**src/rtl/adder_pkg.sv**
```systemverilog
// rtl/adder_pkg.sv - shared sizing helpers for the pipelined CLA adder
package adder_pkg;

  function automatic int slice_width(input int width, input int stages);
    return width / stages;
  endfunction

  function automatic bit split_ok(input int width, input int stages);
    return (stages >= 1) && (stages <= width) && (width % stages == 0);
  endfunction

endpackage

```
**src/rtl/cla_slice.sv**
```systemverilog
// rtl/cla_slice.sv - combinational carry-lookahead slice of SW bits
module cla_slice #(
  parameter int SW = 16
) (
  input  logic [SW-1:0] a,
  input  logic [SW-1:0] b,
  input  logic          cin,
  output logic [SW-1:0] s,
  output logic          cout,
  output logic          c_msb
);

  logic [SW-1:0] g;
  logic [SW-1:0] p;
  logic [SW:0]   c;

  // Each carry is its own flattened g/p expression, so no carry waits on its neighbour.
  always_comb begin
    logic acc;
    acc = cin;
    g = a & b;
    p = a ^ b;
    c = '0;
    for (int i = 0; i <= SW; i++) begin
      acc = cin;
      for (int j = 0; j < i; j++) begin
        acc = g[j] | (p[j] & acc);
      end
      c[i] = acc;
    end
  end

  assign s     = p ^ c[SW-1:0];
  assign cout  = c[SW];
  assign c_msb = c[SW-1];

endmodule

```
**src/rtl/pipelined_cla_adder.sv**
```systemverilog
// rtl/pipelined_cla_adder.sv - pipelined carry-lookahead adder/subtractor with valid/ready
module pipelined_cla_adder
  import adder_pkg::*;
#(
  parameter int WIDTH  = 64,
  parameter int STAGES = 4
) (
  input  logic             clk,
  input  logic             rst_n,
  input  logic             in_valid,
  output logic             in_ready,
  input  logic [WIDTH-1:0] a,
  input  logic [WIDTH-1:0] b,
  input  logic             cin,
  input  logic             sub,
  output logic             out_valid,
  input  logic             out_ready,
  output logic [WIDTH-1:0] sum,
  output logic             cout,
  output logic             ovf
);

  localparam int SW = slice_width(WIDTH, STAGES);

  if (!split_ok(WIDTH, STAGES)) begin : g_bad_split
    $error("pipelined_cla_adder: WIDTH must be a positive multiple of STAGES");
  end

  logic [WIDTH-1:0]  b_eff;
  logic              c_init;
  logic [STAGES-1:0] v_all;
  logic [STAGES-1:0] adv;
  logic              ovf_q;

  assign b_eff  = sub ? ~b : b;
  assign c_init = sub | cin;

  // A stage may load when it or any stage downstream of it has a hole, or the sink drains.
  always_comb begin : ready_chain
    logic chain;
    chain = out_ready;
    adv   = '0;
    for (int k = STAGES - 1; k >= 0; k--) begin
      chain  = chain | ~v_all[k];
      adv[k] = chain;
    end
  end

  assign in_ready = adv[0];

  for (genvar k = 0; k < STAGES; k++) begin : g_stage
    localparam int LO = k * SW;
    localparam int OW = WIDTH - LO;

    logic             v_q;
    logic             c_q;
    logic [LO+SW-1:0] s_q;
    logic [LO+SW-1:0] nxt_s;
    logic             src_v;
    logic             src_c;
    logic [OW-1:0]    op_a;
    logic [OW-1:0]    op_b;
    logic [SW-1:0]    sl_s;
    logic             sl_cout;
    logic             sl_cmsb;

    if (k == 0) begin : g_src
      assign src_v = in_valid;
      assign src_c = c_init;
      assign op_a  = a;
      assign op_b  = b_eff;
      assign nxt_s = sl_s;
    end else begin : g_src
      assign src_v = g_stage[k-1].v_q;
      assign src_c = g_stage[k-1].c_q;
      assign op_a  = g_stage[k-1].g_ops.a_q;
      assign op_b  = g_stage[k-1].g_ops.b_q;
      assign nxt_s = {sl_s, g_stage[k-1].s_q};
    end

    cla_slice #(.SW(SW)) u_slice (
      .a     (op_a[SW-1:0]),
      .b     (op_b[SW-1:0]),
      .cin   (src_c),
      .s     (sl_s),
      .cout  (sl_cout),
      .c_msb (sl_cmsb)
    );

    always_ff @(posedge clk or negedge rst_n) begin
      if (!rst_n) begin
        v_q <= 1'b0;
        c_q <= 1'b0;
        s_q <= '0;
      end else if (adv[k]) begin
        v_q <= src_v;
        if (src_v) begin
          c_q <= sl_cout;
          s_q <= nxt_s;
        end
      end
    end

    // Only operand slices not yet consumed travel further down the pipe.
    if (k < STAGES - 1) begin : g_ops
      logic [OW-SW-1:0] a_q;
      logic [OW-SW-1:0] b_q;

      always_ff @(posedge clk or negedge rst_n) begin
        if (!rst_n) begin
          a_q <= '0;
          b_q <= '0;
        end else if (adv[k] && src_v) begin
          a_q <= op_a[OW-1:SW];
          b_q <= op_b[OW-1:SW];
        end
      end
    end

    if (k == STAGES - 1) begin : g_last
      always_ff @(posedge clk or negedge rst_n) begin
        if (!rst_n) begin
          ovf_q <= 1'b0;
        end else if (adv[k] && src_v) begin
          ovf_q <= sl_cout ^ sl_cmsb;
        end
      end
    end

    assign v_all[k] = v_q;
  end

  assign out_valid = v_all[STAGES-1];
  assign sum       = g_stage[STAGES-1].s_q;
  assign cout      = g_stage[STAGES-1].c_q;
  assign ovf       = ovf_q;

endmodule
```
**config.mk**
```make
export PLATFORM = sky130hd
export DESIGN_NAME = pipelined_cla_adder
export DESIGN_NICKNAME = d
export VERILOG_FILES = /design/src/rtl/adder_pkg.sv /design/src/rtl/cla_slice.sv /design/src/rtl/pipelined_cla_adder.sv
export SDC_FILE = /design/constraint.sdc
export NUM_CORES = 1
export LEC_CHECK = 0
export BUFFER_PORTS_ARGS = -buffer_cell sky130_fd_sc_hd__buf_2
export CORE_UTILIZATION = 45
export DETAILED_ROUTE_END_ITERATION = 10
export MAX_ROUTING_LAYER = met4
export PLACE_DENSITY = 0.63
export RECOVER_POWER = 100
export SLEW_MARGIN = 30
export SYNTH_ARGS = -nofsm -noshare
export SYNTH_HDL_FRONTEND = slang
export SYNTH_HIERARCHICAL = 1
export SYNTH_SLANG_ARGS = --single-unit
```
**constraint.sdc**
```tcl
create_clock -name clk -period 8.2 [get_ports clk]
set_input_delay 1.64 -clock clk [delete_from_list [all_inputs] [get_ports clk]]
set_output_delay 1.64 -clock clk [all_outputs]
set_load 0.03 [all_outputs]
```
==> flow_metrics.tcl, run 1 <==
set metrics [dict create \
    status "finished with violations" \
    failed_checks "max-capacitance violations, max-slew violations" \
    fin_tns_setup_ps 0 \
    ys_ff_latch 361 \
    grt_pass1_vias 8740 \
    clock_latency_ps 520 \
    post-route-period-util_pct 96.2 \
    drive_gt1_share_pct 42.1 \
    cts.sinks 361 \
    cp_data_required_time_ps 8590 \
    drt_pass1_iterations 4 \
    cts_buffers 40 \
    maxSlewViolCount 558 \
    power.leakage_nw 7.96 \
    endpoint_kind "flop" \
    grt_max_degree 157 \
    fin_hold_ws_ps 481 \
    grtUsageTotal_pct 16.8 \
    io_buffers 201 \
    pwr-share-comb_pct 29.1 \
    finalPower_mw 6.54 \
    min_period_ps 7880 \
    setup_violations 0 \
    postCtsHoldBufs 0 \
    highest_layer "met4" \
    crit_arrival_ps 8280 \
    globalplace.congestion 0.739 \
    max-cap-violations 9 \
    cts_setup_buffers 0 \
    gr-total-overflow 0 \
    final_cell_mix "361 x dfrtp_1, 287 x mux2_2, 130 x buf_2" \
    post_drt_via_cell_ratio 4.84 \
    die_x_um 189 \
    syn_area_per_cell_um2 16.6 \
    routed_wl_um 27600 \
    holdCritPathClass "flop to flop" \
    whs_path_depth 1 \
    syn_inst 945 \
    layout_commonest_cell "dfrtp_1" \
    reg2reg_slack_ps 1150 \
    worst_slack_ps 315 \
    wl_met1_um 12600 \
    routedWlPerCell_um 16.8 \
    ys_types 18 \
    holdPathEnd "g_stage[0].g_ops.a_q[29]" \
    syn_nets 1143 \
    drtAntennaViolNets 0 \
    final_util_pct 52.5 \
    dieArea_um2 35700 \
    slew_headroom_pct -192 \
    powerDensity_nw_per_um2 361 \
    p_int_mw 4.52 \
    core_region_area_um2 34500 \
    p_sw_mw 2.02 \
    fin_nets 1352 \
    ir_drop_mv 0.198 \
    clockBufferDepth 3 \
    crit_type "input port to flop" \
    initial_core_util_pct 45.6 \
    grt_pass1_wl_um 46200 \
    sw_frac_of_total_pct 30.9 \
    hold_start "g_stage[0].g_ops.a_q[29]" \
    tightest_slew_ps 4380 \
    fp-row-count 68 \
    reg2reg_to "g_stage[2].s_q[47]" \
    hold_viol 0 \
    cts_tree "yes" \
    critPathLaunchType "input port" \
    max_freq_ghz 0.127 \
    r2r-start "g_stage[1].g_ops.a_q[0]" \
    clk_pin_slew_worst_paths_ps 50 \
    finalClockSkew_ps 12.0 \
    ys_seq_area_share_pct 57.4 \
    synthToLayoutAreaGrowth_pct 15.1 \
    syn-cell-area_um2 15700 \
    met2_length_um 12900 \
    io_pins 202 \
    crit_fanout 4 \
    r2r.worst_path.cells 21 \
    yosysWarnings 6 \
    drc 0 \
    cts_root_buf "clkbuf_16" \
    cts_resized 0 \
    rsz0062_at_grt "false" \
    h-tree-depth 2 \
    pwr-share-clk_pct 27.9 \
    seq_power_share_pct 43.0 \
    dpl_worst_slack_ps -117 \
    drt-initial-drc-count 228 \
    vias 7949 \
    met3_length_um 1560 \
    die_y_um 189 \
    dp_hpwl_um 17300 \
    antenna_found_initial 3 \
]
[how the worst max path moves through the flow]
stage               start                  to  slack [ps]  cells after the start
finish                sub  g_stage[0].s_q[15]         320                     23
global route          sub  g_stage[0].s_q[15]         150                     23
CTS                   sub  g_stage[0].s_q[15]         430                     23
detailed placement    sub  g_stage[0].s_q[15]        -120                     23
global placement      sub  g_stage[0].s_q[15]         -30                     23
floorplan             sub  g_stage[0].s_q[15]          20                     24
[worst max-delay path, cell delays in order]
cell	delay [ps]
buf_4	140
or2_2	290
inv_1	70
fa_1	160
inv_1	60
fa_1	380
fa_1	410
fa_1	400
fa_2	350
fa_2	350
fa_2	340
fa_1	390
fa_1	400
fa_1	410
fa_1	400
fa_1	400
fa_2	350
fa_1	360
inv_1	70
fa_1	150
inv_1	50
fa_1	430
mux2_2	270
[area by class of cell]
class	count	area, um2
fill	3005	16400
sequential	361	9030
multi-input combinational	500	5990
clock buffer	55	1140
timing repair buffer	211	992
tap	455	569
clock inverter	16	213
inverter	40	150
antenna	3	7.51
[flip-flops by register name, summed over array words and instances (netlist names)]
| register | count |
|---|---|
| out_valid | 1 |
| g_stage.v_q | 3 |
| g_stage.s_q | 96 |
| sum | 64 |
| cout | 1 |
| g_stage.g_ops.a_q | 96 |
| g_stage.c_q | 3 |
| ovf | 1 |
| g_stage.g_ops.b_q | 96 |
[synthesized netlist by cell type]
cell	instances	area (um2)
mux2_4	70	1050
nand3b_1	1	7.51
buf_6	1	11.3
xor2_1	65	569
nand2b_1	5	31.3
buf_4	5	37.5
buf_8	7	105
a21boi_4	1	18.8
nand4b_1	1	8.76
dfrtp_1	361	9030
nand2_1	4	15.0
buf_2	30	150
fa_1	64	1280
clkbuf_1	1	3.75
and4b_4	1	13.8
inv_1	40	150
mux2_2	287	3230
or2_2	1	6.26
[layer usage]
| metal | up-vias | track usage, % |
|---|---|---|
| met5 | - | - |
| met3 | 43 | 4.19 |
| met2 | 165 | 25.9 |
| met1 | 4116 | 22.4 |
| met4 | 0 | 3.75 |
| li1 | 3625 | - |
[kinds of logic (layout without fill, tap and decap cells)]
group	after synthesis	after routing	synth area share (%)
AOI/OAI and AO/OA	1	1	0.119
xor gates and xnor gates	65	65	3.62
adders and majority gates	64	64	8.15
buffers and inverters	84	322	2.91
DFF	361	361	57.4
muxes	357	357	27.2
other	0	3	0
and+or+nand+nor	13	13	0.525
[power groups by stage]
stage | Clock, mW | Sequential, mW | Combinational [mW]
final | 1.82 | 2.81 | 1.90
after global routing | 1.95 | 2.92 | 2.12
after CTS | 1.88 | 2.83 | 2.03
after detailed placement | 0 | 2.86 | 2.02
after global placement | 0 | 2.83 | 1.97
after floorplan | 0 | 3.10 | 1.16
[through the flow]
stage | area, um2 | instances
global placement | 17100 | 1567
CTS | 18500 | 1638
global route | 18100 | 1641
finish | 18100 | 1641
floorplan | 15800 | 945
detailed placement | 17200 | 1567
No activity file was read; power rests on OpenSTA's default activity.
==> run 2: changes to the inputs <==
--- a/config.mk
+++ b/config.mk
@@ -9,2 +9,3 @@
 export CORE_UTILIZATION = 45
+export CTS_BUF_LIST = sky130_fd_sc_hd__clkbuf_2
 export DETAILED_ROUTE_END_ITERATION = 10
==> constraint.sdc (replaced) <==
create_clock -name clk -period 8.2 [get_ports clk]
set_input_delay 1.23 -clock clk [delete_from_list [all_inputs] [get_ports clk]]
set_output_delay 1.23 -clock clk [all_outputs]
set_load 0.03 [all_outputs]
==> flow_metrics.tcl, run 2 (synthesis results as in run 1) <==
set metrics [dict create \
    core_region_area_um2 34500 \
    crit_fanout 5 \
    max_freq_ghz 0.136 \
    r2r-start "g_stage[2].c_q" \
    sw_frac_of_total_pct 34.4 \
    pwr-share-comb_pct 32.4 \
    gr-total-overflow 0 \
    crit_arrival_ps 8110 \
    cts.sinks 361 \
    holdPathEnd "sum[16]" \
    synthToLayoutAreaGrowth_pct 11.3 \
    grtUsageTotal_pct 17.2 \
    crit_type "input port to flop" \
    r2r.worst_path.cells 22 \
    grt_max_degree 170 \
    dieArea_um2 35700 \
    holdCritPathClass "flop to flop" \
    p_int_mw 3.85 \
    initial_core_util_pct 45.6 \
    drt_pass1_iterations 6 \
    rsz0062_at_grt "false" \
    postCtsHoldBufs 0 \
    min_period_ps 7330 \
    drtAntennaViolNets 0 \
    hold_viol 0 \
    globalplace.congestion 0.730 \
    worst_slack_ps 871 \
    grt_pass1_wl_um 46600 \
    dpl_cell_area_um2 17100 \
    reg2reg_to "ovf" \
    drive_gt1_share_pct 44.9 \
    cts_resized 0 \
    endpoint_kind "flop" \
    slowest_delay_ps 430 \
    clk_pin_slew_worst_paths_ps 90 \
    layout_commonest_cell "dfrtp_1" \
    cpMaxStageDelayCell "fa_1" \
    biggestRegsByFlops "g_stage.g_ops.a_q x96, g_stage.g_ops.b_q x96, g_stage.s_q x96" \
    seq_power_share_pct 47.8 \
    finalClockSkew_ps 66.7 \
    post_drt_via_cell_ratio 4.78 \
    grt_pass1_vias 9080 \
    pwr-share-clk_pct 19.8 \
    cts_root_buf "clkbuf_2" \
    die_y_um 189 \
    clock_latency_ps 930 \
    dpl_worst_slack_ps 5.97 \
    post-route-period-util_pct 89.4 \
    dp_hpwl_um 17400 \
    maxSlewViolCount 602 \
    cp_data_required_time_ps 8980 \
    drc 0 \
    cts_tree "yes" \
    antenna_found_initial 5 \
    ir_drop_mv 0.146 \
    h-tree-depth 3 \
    final_area_um2 17500 \
    io_buffers 201 \
    max-cap-violations 10 \
    crit_chain "clkbuf_1 > or2_2 > inv_1 > fa_1 > inv_1 > fa_1 > fa_1 > fa_1 > fa_1 > fa_1 > fa_1 > fa_1 > fa_1 > fa_1 > fa_1 > fa_1 > fa_1 > fa_1 > inv_1 > fa_1 > inv_1 > fa_1 > mux2_2" \
    finalPower_mw 5.87 \
    failed_checks "max-capacitance violations, max-slew violations" \
    tightest_slew_ps 4750 \
    hold_start "g_stage[2].s_q[16]" \
    vias 8262 \
    die_x_um 189 \
    cts_setup_buffers 0 \
    reg2reg_slack_ps 1130 \
    io_pins 202 \
    critPathLaunchType "input port" \
    fin_nets 1405 \
    cts_buffers 93 \
    p_sw_mw 2.02 \
    powerDensity_nw_per_um2 335 \
    clockBufferDepth 3 \
    status "finished with violations" \
    drt-initial-drc-count 241 \
    fp-row-count 68 \
    power.leakage_nw 7.90 \
    slew_headroom_pct -216 \
    whs_path_depth 1 \
    final_cell_mix "361 x dfrtp_1, 287 x mux2_2, 140 x clkbuf_2" \
    cp_common_cell "fa_1" \
    routed_wl_um 28200 \
    setup_violations 0 \
    n_fill_cell 3133 \
    fin_tns_setup_ps 0 \
    routedWlPerCell_um 16.3 \
]
## run 2: changes by cell type in the layout (fill, tap and decap cells not counted), moves of 6 or more
cell	previous run	this run
clkinv_2	9	0
clkbuf_16	41	0
clkinv_1	0	14
clkbuf_2	2	140
clkbuf_8	6	0
clkbuf_1	82	75
## run 2: area by class of cell
class                   instances  area, um2  area share [%]
diodes                          4       10.0          0.0572
clock buffers                 138        691            3.94
clock inverters                18       93.8           0.536
inverters                      40        150           0.858
multi-input cells             500       5970            34.1
flip-flops and latches        361       9030            51.6
well taps                     455        569            3.25
repair buffers                211        993            5.67
## run 2: per-layer routing
metal	GRT usage, %	part of all wire (%)
met1	22.1	44
met4	6.70	1.8
met2	25.4	46
met5	-	0
met3	5.76	7.4
## run 2: worst max-delay path by stage
stage	to	from	depth (start not counted)	slack, ps
after global placement	g_stage[0].s_q[15]	sub	23	100
final	g_stage[0].s_q[15]	sub	23	870
after floorplan	g_stage[0].s_q[15]	sub	24	110
after global routing	g_stage[1].g_ops.b_q[31]	rst_n	2	530
after CTS	ovf	g_stage[2].c_q	22	1050
after detailed placement	g_stage[0].s_q[15]	sub	23	6
## run 2: critical path, delay by kind of cell
kind	cells	cell delay, ps
adder cells (fa/ha/maj)	16	5870
multiplexers	1	270
AND/OR/NAND/NOR	1	330
buffers and inverters	5	430
## run 2: power by group through the flow
stage / clock network [mW] / registers (mW) / logic (mW)
floorplan: 0 / 3.10 / 1.16
global placement: 0 / 2.83 / 1.97
detailed placement: 0 / 2.86 / 2.03
CTS: 1.24 / 2.82 / 2.04
global route: 1.33 / 2.90 / 2.13
finish: 1.16 / 2.81 / 1.90
## run 2: stage by stage
step / hold slack, ps / util, % / std cells
4_1_cts: 217 / 52.0 / 1722
6_report: 476 / 50.8 / 1727
3_3_place_gp: 481 / 49.7 / 1566
2_1_floorplan: 475 / - / 945
5_1_grt: 414 / 50.8 / 1727
3_5_place_dp: 488 / 49.7 / 1566
==> run 3: changes to the inputs <==
GPL_TIMING_DRIVEN = 1   (was unset)
PLACE_DENSITY = unset   (was 0.63)
PLACE_DENSITY_LB_ADDON = 0.25   (was unset)
SYNTH_HIERARCHICAL = unset   (was 1)
==> flow_metrics.tcl, run 3 <==
set metrics [dict create \
    grt_pass1_wl_um 46900 \
    antenna_found_initial 3 \
    synth_common_cells "361 x dfrtp_1, 272 x mux2_2, 64 x fa_1" \
    dp_hpwl_um 18100 \
    synth_area_leaders "dfrtp_1 58%, mux2_2 20%, fa_1 8.2%" \
    clk_pin_slew_worst_paths_ps 120 \
    syn_nets 1162 \
    fin_nets 1425 \
    cts_setup_buffers 0 \
    dieArea_um2 35600 \
    die_x_um 189 \
    ir_drop_mv 0.183 \
    h-tree-depth 3 \
    status "finished with violations" \
    worst_slack_ps 799 \
    postCtsHoldBufs 0 \
    n_fill_cell 3097 \
    initial_core_util_pct 45.6 \
    crit_fanout 4 \
    biggestRegsByFlops "g_stage.g_ops.a_q x96, g_stage.g_ops.b_q x96, g_stage.s_q x96" \
    routedWlPerCell_um 16.3 \
    cts_root_buf "clkbuf_2" \
    drt-initial-drc-count 204 \
    globalplace.congestion 0.732 \
    hold_viol 0 \
    reg2reg_slack_ps 1080 \
    ys_ff_latch 361 \
    failed_checks "max-capacitance violations, max-slew violations" \
    dpl_worst_slack_ps -110 \
    post_drt_via_cell_ratio 4.78 \
    grt_max_degree 176 \
    post-route-period-util_pct 90.3 \
    io_pins 202 \
    fp-row-count 68 \
    ys_seq_area_share_pct 57.5 \
    die_y_um 189 \
    drt_pass1_iterations 6 \
    drc 0 \
    yosysWarnings 0 \
    async_flop_share_pct 100 \
    rsz0062_at_grt "false" \
    drive_gt1_share_pct 42.6 \
    gr-total-overflow 0 \
    vias 8317 \
    layout_commonest_cell "dfrtp_1" \
    io_buffers 201 \
    syn-cell-area_um2 15700 \
    grtUsageTotal_pct 17.4 \
    cts_tree "yes" \
    finalClockSkew_ps 51.0 \
    yosysTopAreaCellShare_pct 57.5 \
    grt_pass1_vias 8986 \
    cp_data_required_time_ps 9000 \
    yosys.area.top_type "dfrtp_1" \
    synth_edf_count 0 \
    slew_headroom_pct -208 \
    max_freq_ghz 0.135 \
    cts_resized 0 \
    setup_violations 0 \
    synthToLayoutAreaGrowth_pct 11.7 \
    syn_area_per_cell_um2 16.3 \
    holdCritPathClass "flop to flop" \
    power.leakage_nw 7.98 \
    crit_arrival_ps 8200 \
    whs_path_depth 1 \
    routed_wl_um 28400 \
    cts.sinks 361 \
    endpoint_kind "flop" \
    tightest_slew_ps 4620 \
    crit_type "input port to flop" \
    clock_latency_ps 940 \
    finalPower_mw 5.87 \
    max-cap-violations 10 \
    clockBufferDepth 3 \
    r2r.worst_path.cells 20 \
    ys_types 24 \
    maxSlewViolCount 520 \
    syn_inst 964 \
    drtAntennaViolNets 0 \
    cts_buffers 92 \
    final_cell_mix "361 x dfrtp_1, 272 x mux2_2, 131 x buf_2" \
    yosys.cell_count.top_type "dfrtp_1" \
    min_period_ps 7400 \
    powerDensity_nw_per_um2 335 \
    critPathLaunchType "input port" \
    synth_flop_cell "dfrtp_1" \
    core_region_area_um2 34500 \
]
[run 3: kinds of logic (layout without fill, tap and decap cells)]
group	Yosys count	count (layout)	synth area share [%]
AND/OR/NAND/NOR	10	10	0.359
XOR/XNOR	65	65	3.63
multiplexers	356	356	26.6
flip-flops	361	361	57.5
buffers and inverters	103	419	3.46
AO/OA/AOI/OAI	5	5	0.247
other	0	5	0
adder cells (fa/ha/maj)	64	64	8.16
[run 3: worst max-delay path, stage by stage]
cell and delay (ps):
buf_4 130, xnor2_1 140, fa_1 430, fa_1 420, fa_1 390, fa_1 380, fa_1 390, fa_1 390
fa_1 390, fa_1 380, fa_1 390, fa_1 390, fa_1 390, fa_1 390, fa_1 400, fa_1 390
fa_1 380, inv_1 80, fa_1 410, mux2_1 300
[run 3: where the power goes]
group	switching, mW	internal [mW]	total, mW
logic	0.977	0.924	1.90
clock network	0.690	0.472	1.16
registers	0.363	2.45	2.81
total	2.03	3.84	5.87
[run 3: final cells by class]
type                       count  area, um2  share of cell area (%)
antenna                        5       12.5                  0.0713
inverter                      59        221                    1.26
sequential                   361       9030                    51.5
clock inverter                20        130                   0.742
clock buffer                 127        636                    3.62
multi-input combinational    500       5930                    33.8
tap                          455        569                    3.25
timing repair buffer         213       1010                    5.76
[run 3: worst paths after layout]
kind                                            end                from
max in group asynchronous        g_stage[2].s_q[42]               rst_n
setup reg to reg                 g_stage[2].s_q[47]      g_stage[1].c_q
hold reg to reg                             sum[30]  g_stage[2].s_q[30]
hold / removal                              sum[30]  g_stage[2].s_q[30]
min in group asynchronous  g_stage[0].g_ops.a_q[41]               rst_n
setup / recovery                 g_stage[0].s_q[15]                 sub
[run 3: through the flow]
stage	setup TNS, ps	instances	util [%]	area, um2	hold WS, ps
floorplan	0	964	-	15700	452
global placement	-24.7	1586	49.6	17100	464
detailed placement	-110	1586	49.6	17100	479
CTS	0	1733	51.8	17900	281
global route	0	1739	50.9	17500	358
finish	0	1740	50.9	17500	468
[run 3: metal layers]
metal | global-route usage [%] | part of all wire [%] | vias up
met3 | 4.94 | 5.3 | 53
met1 | 22.2 | 45 | 4247
met4 | 6.82 | 2.2 | 0
li1 | - | - | 3822
met5 | - | 0 | -
met2 | 26.3 | 47 | 195
